[src/rtl/seg_display_sched.sv]
// Update scheduler and refresh sequencer for the two-digit seven-segment display.
// Arbitrates byte updates, commits them only at frame ends, and sequences digits with dead-time.
module seg_display_sched #(
  parameter int REFRESH_DIV = 12000,
  parameter int DEAD_CYCLES = 64
) (
  input  logic        clk,
  input  logic        rst_n,
  input  logic [1:0]  req_valid,
  input  logic [15:0] req_data,
  output logic [1:0]  req_ready,
  input  logic        blank_req,
  output logic [3:0]  nibble,
  output logic        disp_sel,
  output logic        seg_en,
  output logic [7:0]  shown,
  output logic        last_src
);

  localparam int CNT_MAX = (REFRESH_DIV > DEAD_CYCLES) ? REFRESH_DIV : DEAD_CYCLES;
  localparam int CNT_W   = (CNT_MAX > 1) ? $clog2(CNT_MAX) : 1;
  localparam logic [CNT_W-1:0] SHOW_LAST = CNT_W'(REFRESH_DIV - 1);
  localparam logic [CNT_W-1:0] DEAD_LAST = CNT_W'(DEAD_CYCLES - 1);

  generate
    if (REFRESH_DIV < 1 || DEAD_CYCLES < 1) begin : g_bad_param
      $error("seg_display_sched: REFRESH_DIV and DEAD_CYCLES must both be >= 1");
    end
  endgenerate

  typedef enum logic {
    SHOW = 1'b0,
    DEAD = 1'b1
  } state_t;

  state_t           state;
  state_t           next_state;
  logic [CNT_W-1:0] cnt;
  logic [CNT_W-1:0] cnt_nxt;
  logic             sel_nxt;
  logic             frame_end;

  logic             rr;
  logic             pend_full;
  logic             pend_src;
  logic [7:0]       pend_data;
  logic [1:0]       grant;
  logic             gnt_idx;
  logic [7:0]       gnt_byte;
  logic             xfer;
  logic             commit;

  // With both requesters valid, rr names the one whose turn it is.
  function automatic logic [1:0] arb_grant(input logic [1:0] valid, input logic rr_q);
    logic [1:0] g;
    case (valid)
      2'b01:   g = 2'b01;
      2'b10:   g = 2'b10;
      2'b11:   g = rr_q ? 2'b10 : 2'b01;
      default: g = 2'b00;
    endcase
    return g;
  endfunction

  always_comb begin
    next_state = state;
    cnt_nxt    = cnt + CNT_W'(1);
    sel_nxt    = disp_sel;
    frame_end  = 1'b0;
    case (state)
      SHOW: begin
        if (cnt == SHOW_LAST) begin
          next_state = DEAD;
          cnt_nxt    = '0;
          frame_end  = disp_sel;
        end
      end
      DEAD: begin
        if (cnt == DEAD_LAST) begin
          next_state = SHOW;
          cnt_nxt    = '0;
          sel_nxt    = ~disp_sel;
        end
      end
      default: begin
        next_state = SHOW;
        cnt_nxt    = '0;
      end
    endcase
  end

  // A full buffer blocks every requester, so a transfer and a commit never share an edge.
  always_comb begin
    grant    = pend_full ? 2'b00 : arb_grant(req_valid, rr);
    gnt_idx  = grant[1];
    gnt_byte = gnt_idx ? req_data[15:8] : req_data[7:0];
    xfer     = |(req_valid & grant);
    commit   = frame_end & pend_full;
  end

  assign req_ready = grant & {2{rst_n}};
  assign nibble    = disp_sel ? shown[7:4] : shown[3:0];

  always_ff @(posedge clk or negedge rst_n) begin
    if (!rst_n) begin
      state     <= SHOW;
      cnt       <= '0;
      disp_sel  <= 1'b0;
      seg_en    <= 1'b0;
      shown     <= 8'h00;
      last_src  <= 1'b0;
      rr        <= 1'b0;
      pend_full <= 1'b0;
      pend_src  <= 1'b0;
    end else begin
      state    <= next_state;
      cnt      <= cnt_nxt;
      disp_sel <= sel_nxt;
      seg_en   <= (next_state == SHOW) & ~blank_req;
      if (xfer) begin
        pend_full <= 1'b1;
        pend_src  <= gnt_idx;
        rr        <= ~gnt_idx;
      end else if (commit) begin
        shown     <= pend_data;
        last_src  <= pend_src;
        pend_full <= 1'b0;
      end
    end
  end

  // Payload only; pend_full qualifies it, so it needs no reset.
  always_ff @(posedge clk) begin
    if (xfer) begin
      pend_data <= gnt_byte;
    end
  end

endmodule

[config.mk]
export PLATFORM = sky130hd
export DESIGN_NAME = seg_display_sched
export DESIGN_NICKNAME = d
export VERILOG_FILES = /design/src/rtl/seg_display_sched.sv
export SDC_FILE = /design/constraint.sdc
export NUM_CORES = 1
export LEC_CHECK = 0
export ABC_AREA = 1
export BUFFER_PORTS_ARGS = -buffer_cell sky130_fd_sc_hd__buf_2
export CORE_MARGIN = 2
export CORE_UTILIZATION = 58
export DETAILED_ROUTE_END_ITERATION = 12
export PLACE_DENSITY = 0.84
export SLEW_MARGIN = 20
export SYNTH_ARGS = -nofsm -noshare
export SYNTH_HDL_FRONTEND = slang
export SYNTH_SLANG_ARGS = --single-unit
[constraint.sdc]
create_clock -name clk -period 3.8 [get_ports clk]
set_input_delay 0.57 -clock clk [delete_from_list [all_inputs] [get_ports clk]]
set_output_delay 0.57 -clock clk [all_outputs]
set_load 0.03 [all_outputs]
==> results.yml, run 1 <==
timing:
  max_freq_mhz: 419
  max_slew.worst_pin.slew_ns: 0.740
  rsz0062_at_grt: "false"
  min_period_over_period: 0.629
  finalMaxSlewViolations: 0
  setup_ws_ns: 1.41
  hold_viol: 0
  setup_violations: 0
  slew_headroom: 0.505
  finClkSkew_ns: 0.00763
  fin_setup_tns_ns: 0
  holdWs_ns: 0.236
  fin_crit_ns: 2.39
synth:
  ys_seq_area_frac: 0.512
  synth_warnings: 0
  synth_ff_type: "dfrtp_1"
  synth_area_leaders: "dfrtp_1, edfxtp_1, nand2_1"
  netlist_area_um2: 1890
  yosysTopAreaCell: "dfrtp_1"
  ys_async_sr_fraction: 0.784
  avgSynthCellArea_um2: 8.24
  ys_types: 24
  synthTopCellsByCount: "nand2_1, inv_1, nor2_1"
  yosysTopAreaCellShare: 0.385
  synth_most_common_cell: "nand2_1"
  syn_inst: 229
  synth-seq-cells: 37
  synth_enable_flop_cells: 8
  synth_nets: 251
pwr:
  power_mw: 0.699
  ir_drop_v: 0.000267
  leakage_nw: 1.19
  power.density_nw_per_um2: 320
routing:
  wl_um: 3530
  dr.pass1.iters: 4
  avgViaCountPerCell: 4.86
  postRouteAntennaNets: 0
  wl_per_cell_um: 11.2
  vias: 1536
  drtIter0Drc: 103
  drc_errors: 0
die:
  start_util: 0.613
  fp.dieH_um: 61.0
  die-area_um2: 3730
  pin_count: 38
  rows: 20
  fp.coreArea_um2: 3080
  dieWidth_um: 61.0
global_routing:
  gr-usage-all-layers: 0.217
  grt_pass1_wl_um: 5860
  grt_max_degree: 31
  overflow: 0
  antenna_found_initial: 0
  grt_pass1_vias: 1407
clock_network:
  clockRootBuffer: "clkbuf_4"
  clockBufferDepth: 2
  cts_resized: 0
  htreeDepth: 2
  cts_sinks: 37
  clk_latency_ns: 0.34
  cts-buffers-inserted: 5
  postCtsHoldBufs: 0
  tritoncts: "built"
  cts_setup_buffers: 0
  clkTransAtPathRegs_ns: 0.11
placement:
  hpwlAfterDp_um: 2750
  portBuffers: 37
  place_ws_ns: 1.46
  gp_congestion: 0.927
setup_path:
  start_kind: "flop"
  worstPathArrival_ns: 1.82
  rrSetupSlack_ns: 2.30
  timing.rr.end: "shown[1]"
  reg2reg_depth: 8
  required_ns: 3.23
  path_class: "flop to primary output"
  endpoint_kind: "primary output"
  timing.rr.start: "cnt[0]"
  cp_max_fo: 11
layout:
  antennaDiodeCount: 0
  areaGrowthSynthToFinish_pct: 15.9
  layout-drive-gt1-share: 0.246
  nets: 293
job:
  timing.max_cap.violations: 0
worst_hold_path:
  worst_hold_path_type: "input port to asynchronous set/reset pin"
status:
  status: "finished clean"
## sequential cells by signal, indices dropped and copies added, names as in the netlist
signal and cells:
rr 1, pend_src 1, shown 8, pend_full 1
cnt 14, seg_en 1, pend_data 8, last_src 1
disp_sel 1, state 1
## logic make-up (layout without fill, tap and decap cells)
| logic type | after synthesis | count (layout) | share of synthesized area |
|---|---|---|---|
| AO/OA/AOI/OAI | 20 | 20 | 0.0710 |
| AND/OR/NAND/NOR | 124 | 124 | 0.294 |
| flip-flops | 37 | 37 | 0.512 |
| adder cells (fa/ha/maj) | 1 | 1 | 0.00663 |
| buffers and inverters | 40 | 83 | 0.0835 |
| XOR/XNOR | 7 | 7 | 0.0325 |
## where the power goes
| part | internal, mW | switching (mW) | total [mW] |
|---|---|---|---|
| Clock | 0.137 | 0.126 | 0.263 |
| Sequential | 0.408 | 0.000826 | 0.409 |
| Combinational | 0.0114 | 0.0157 | 0.0271 |
| Total | 0.557 | 0.142 | 0.699 |
## layer usage
| metal | vias up | share of wire | GRT usage | routed length [um] |
|---|---|---|---|---|
| met2 | 41 | 0.51 | 0.372 | 1790 |
| li1 | 793 | - | - | - |
| met5 | - | 0 | 0 | 0 |
| met3 | 7 | 0.054 | 0.0798 | 192 |
| met1 | 695 | 0.42 | 0.250 | 1490 |
| met4 | 0 | 0.016 | 0.0714 | 55 |
## final cells by class
cell class / instances / area (um2)
clock buffer: 6 / 41.3
clock inverter: 2 / 33.8
fill: 275 / 891
inverter: 38 / 143
multi-input combinational: 152 / 763
sequential: 37 / 966
tap: 44 / 55.1
timing repair buffer: 37 / 185
## placed cells by master, fill, tap and decap left out
| cell | count |
|---|---|
| nand3_4 | 1 |
| nor2_4 | 2 |
| clkbuf_1 | 1 |
| buf_2 | 37 |
| nor2_2 | 2 |
| ha_1 | 1 |
| clkinv_1 | 2 |
| bufinv_16 | 1 |
| xnor2_1 | 1 |
| o21ai_1 | 1 |
| nand2_2 | 5 |
| edfxtp_1 | 8 |
| nor3_1 | 1 |
| nand3_1 | 9 |
| nand3b_2 | 1 |
| xor2_1 | 6 |
| o21ai_2 | 9 |
| inv_1 | 34 |
| inv_2 | 3 |
| o21ai_0 | 10 |
| nor3_2 | 1 |
| nand4_1 | 7 |
| dfrtp_1 | 29 |
| clkbuf_4 | 5 |
| nand2_1 | 63 |
| nor2_1 | 32 |
## through the flow
step,cell area [um2],instances,utilization
finish,2190,316,0.711
floorplan,1890,229,-
global placement,2110,308,0.686
detailed placement,2110,308,0.686
CTS,2190,316,0.711
global route,2190,316,0.711
## critical path, stage by stage (launching register included)
cell	delay, ns
dfrtp_1	0.42
nor2_1	0.59
nand2_1	0.16
nor2_1	0.11
buf_2	0.20
## how the worst max path moves through the flow
stage | startpoint | to | cells past startpoint
4_1_cts | pend_full | req_ready[0] | 4
3_3_place_gp | req_valid[1] | req_ready[0] | 6
6_report | pend_full | req_ready[0] | 4
3_5_place_dp | req_valid[1] | req_ready[0] | 6
5_1_grt | pend_full | req_ready[0] | 4
2_1_floorplan | req_valid[1] | req_ready[0] | 4
Power figures use the tool's default switching activity.
==> run 2: changes to the inputs <==
- CORE_UTILIZATION: 58 -> 54
- PLACE_DENSITY: 0.84 -> 0.79
- clock period: 3.8 -> 2.41 ns (I/O delays scaled with it)
==> run 2 against run 1 <==
First-iteration DRC count is 3.9% lower; via count rose by 1.1%; final area fell by 0.17%; clock skew up 0.0011 ns; register-to-register slack lost 1.4 ns; critical path type unchanged; critical endpoint unchanged.
==> results.yml, run 2 (synthesis results as in run 1) <==
status:
  status: "finished clean"
pwr:
  ir_drop_v: 0.000433
  power.density_nw_per_um2: 459
  leakage_nw: 1.19
timing:
  max_freq_mhz: 484
  fin_crit_ns: 2.06
  min_period_over_period: 0.856
  slew_headroom: 0.644
  max_slew.worst_pin.slew_ns: 0.532
  finalMaxSlewViolations: 0
  setup_violations: 0
  hold_viol: 0
  fin_setup_tns_ns: 0
  rsz0062_at_grt: "false"
  finClkSkew_ns: 0.00877
  setup_ws_ns: 0.346
die:
  fp.coreArea_um2: 3340
  fp.dieH_um: 63.1
  pin_count: 38
  die-area_um2: 3980
  start_util: 0.565
  dieWidth_um: 63.1
  rows: 21
global_routing:
  gr-usage-all-layers: 0.210
  grt_max_degree: 30
  overflow: 0
  grt_pass1_wl_um: 6480
  antenna_found_initial: 0
  grt_pass1_vias: 1515
clock_network:
  clk_latency_ns: 0.34
  cts-buffers-inserted: 5
  clockBufferDepth: 2
  cts_resized: 0
  clkTransAtPathRegs_ns: 0.11
  tritoncts: "built"
  htreeDepth: 2
  cts_sinks: 37
  cts_setup_buffers: 0
  clockRootBuffer: "clkbuf_4"
  postCtsHoldBufs: 0
setup_path:
  worstSetupStartpoint: "rr"
  path_class: "flop to primary output"
  worstPathArrival_ns: 1.70
  required_ns: 2.05
  timing.rr.start: "cnt[0]"
  endpoint_kind: "primary output"
  cp_max_fo: 19
  start_kind: "flop"
layout:
  layout_common_cells: "nand2_1, buf_2, inv_1"
  top_regs: "cnt (14), pend_data (8), shown (8)"
  n_fill_cell: 303
  layout-drive-gt1-share: 0.252
  largest_reg_flops: 14
  nets: 295
  top_register: "cnt"
  antennaDiodeCount: 0
  areaGrowthSynthToFinish_pct: 15.7
  mostFrequentLayoutCell: "nand2_1"
  final_util: 0.654
placement:
  portBuffers: 37
  place_ws_ns: 0.657
  gp_congestion: 0.880
  hpwlAfterDp_um: 2740
routing:
  avgViaCountPerCell: 4.85
  dr.pass1.iters: 4
  wl_um: 3530
  drc_errors: 0
  wl_per_cell_um: 11.0
  postRouteAntennaNets: 0
  drtIter0Drc: 99
  vias: 1553
job:
  timing.max_cap.violations: 0
worst_hold_path:
  worst_hold_path_type: "input port to asynchronous set/reset pin"
[run 2: area by class of cell]
| type | instances | area [um2] | area share |
|---|---|---|---|
| repair buffers | 39 | 200 | 0.0917 |
| flip-flops and latches | 37 | 966 | 0.442 |
| inverters | 38 | 143 | 0.0653 |
| well taps | 46 | 57.6 | 0.0264 |
| multi-input cells | 152 | 763 | 0.350 |
| clock buffers | 5 | 37.5 | 0.0172 |
| clock inverters | 3 | 16.3 | 0.00745 |
[run 2: critical path, stage by stage, from the launching register on]
cell	delay, ns
dfrtp_1	0.37
inv_1	0.07
nand3_1	0.07
nand3_1	0.39
nand2_1	0.14
nor2_1	0.12
buf_2	0.20
[run 2: per-stage QoR]
stage          cell area, um2  hold WS [ns]  total power [mW]  instances
2_1_floorplan            1890        0.0659             0.672        229
3_3_place_gp             2130         0.404             0.701        312
6_report                 2180        0.0178              1.00        320
3_5_place_dp             2130         0.403             0.703        312
5_1_grt                  2180        0.0281              1.05        320
4_1_cts                  2180        0.0131              1.02        320
[run 2: path summary, 6_finish.rpt]
| check | cells after the start | to | slack, ns |
|---|---|---|---|
| setup reg to reg | 8 | shown[2] | 0.92 |
| max in group asynchronous | 2 | cnt[10] | 2.13 |
| hold reg to reg | 1 | cnt[0] | 0.46 |
| setup / recovery | 6 | req_ready[0] | 0.35 |
| min in group clk | 2 | seg_en | 0.16 |
| hold / removal | 2 | cnt[13] | 0.02 |
[run 2: power by group]
group / switching (mW) / internal, mW / leakage [nW] / total [mW]
sequential: 0.00115 / 0.644 / 0.451 / 0.645
clock: 0.202 / 0.111 / 0.0307 / 0.313
combinational: 0.0246 / 0.0190 / 0.705 / 0.0436
total: 0.228 / 0.774 / 1.19 / 1.00
[run 2: routing by layer]
| layer | up-vias | wire length (um) | GRT usage |
|---|---|---|---|
| li1 | 800 | - | - |
| met1 | 706 | 1550 | 0.246 |
| met2 | 41 | 1760 | 0.350 |
| met3 | 6 | 173 | 0.0571 |
| met4 | 0 | 47 | 0.111 |
| met5 | - | 0 | 0 |
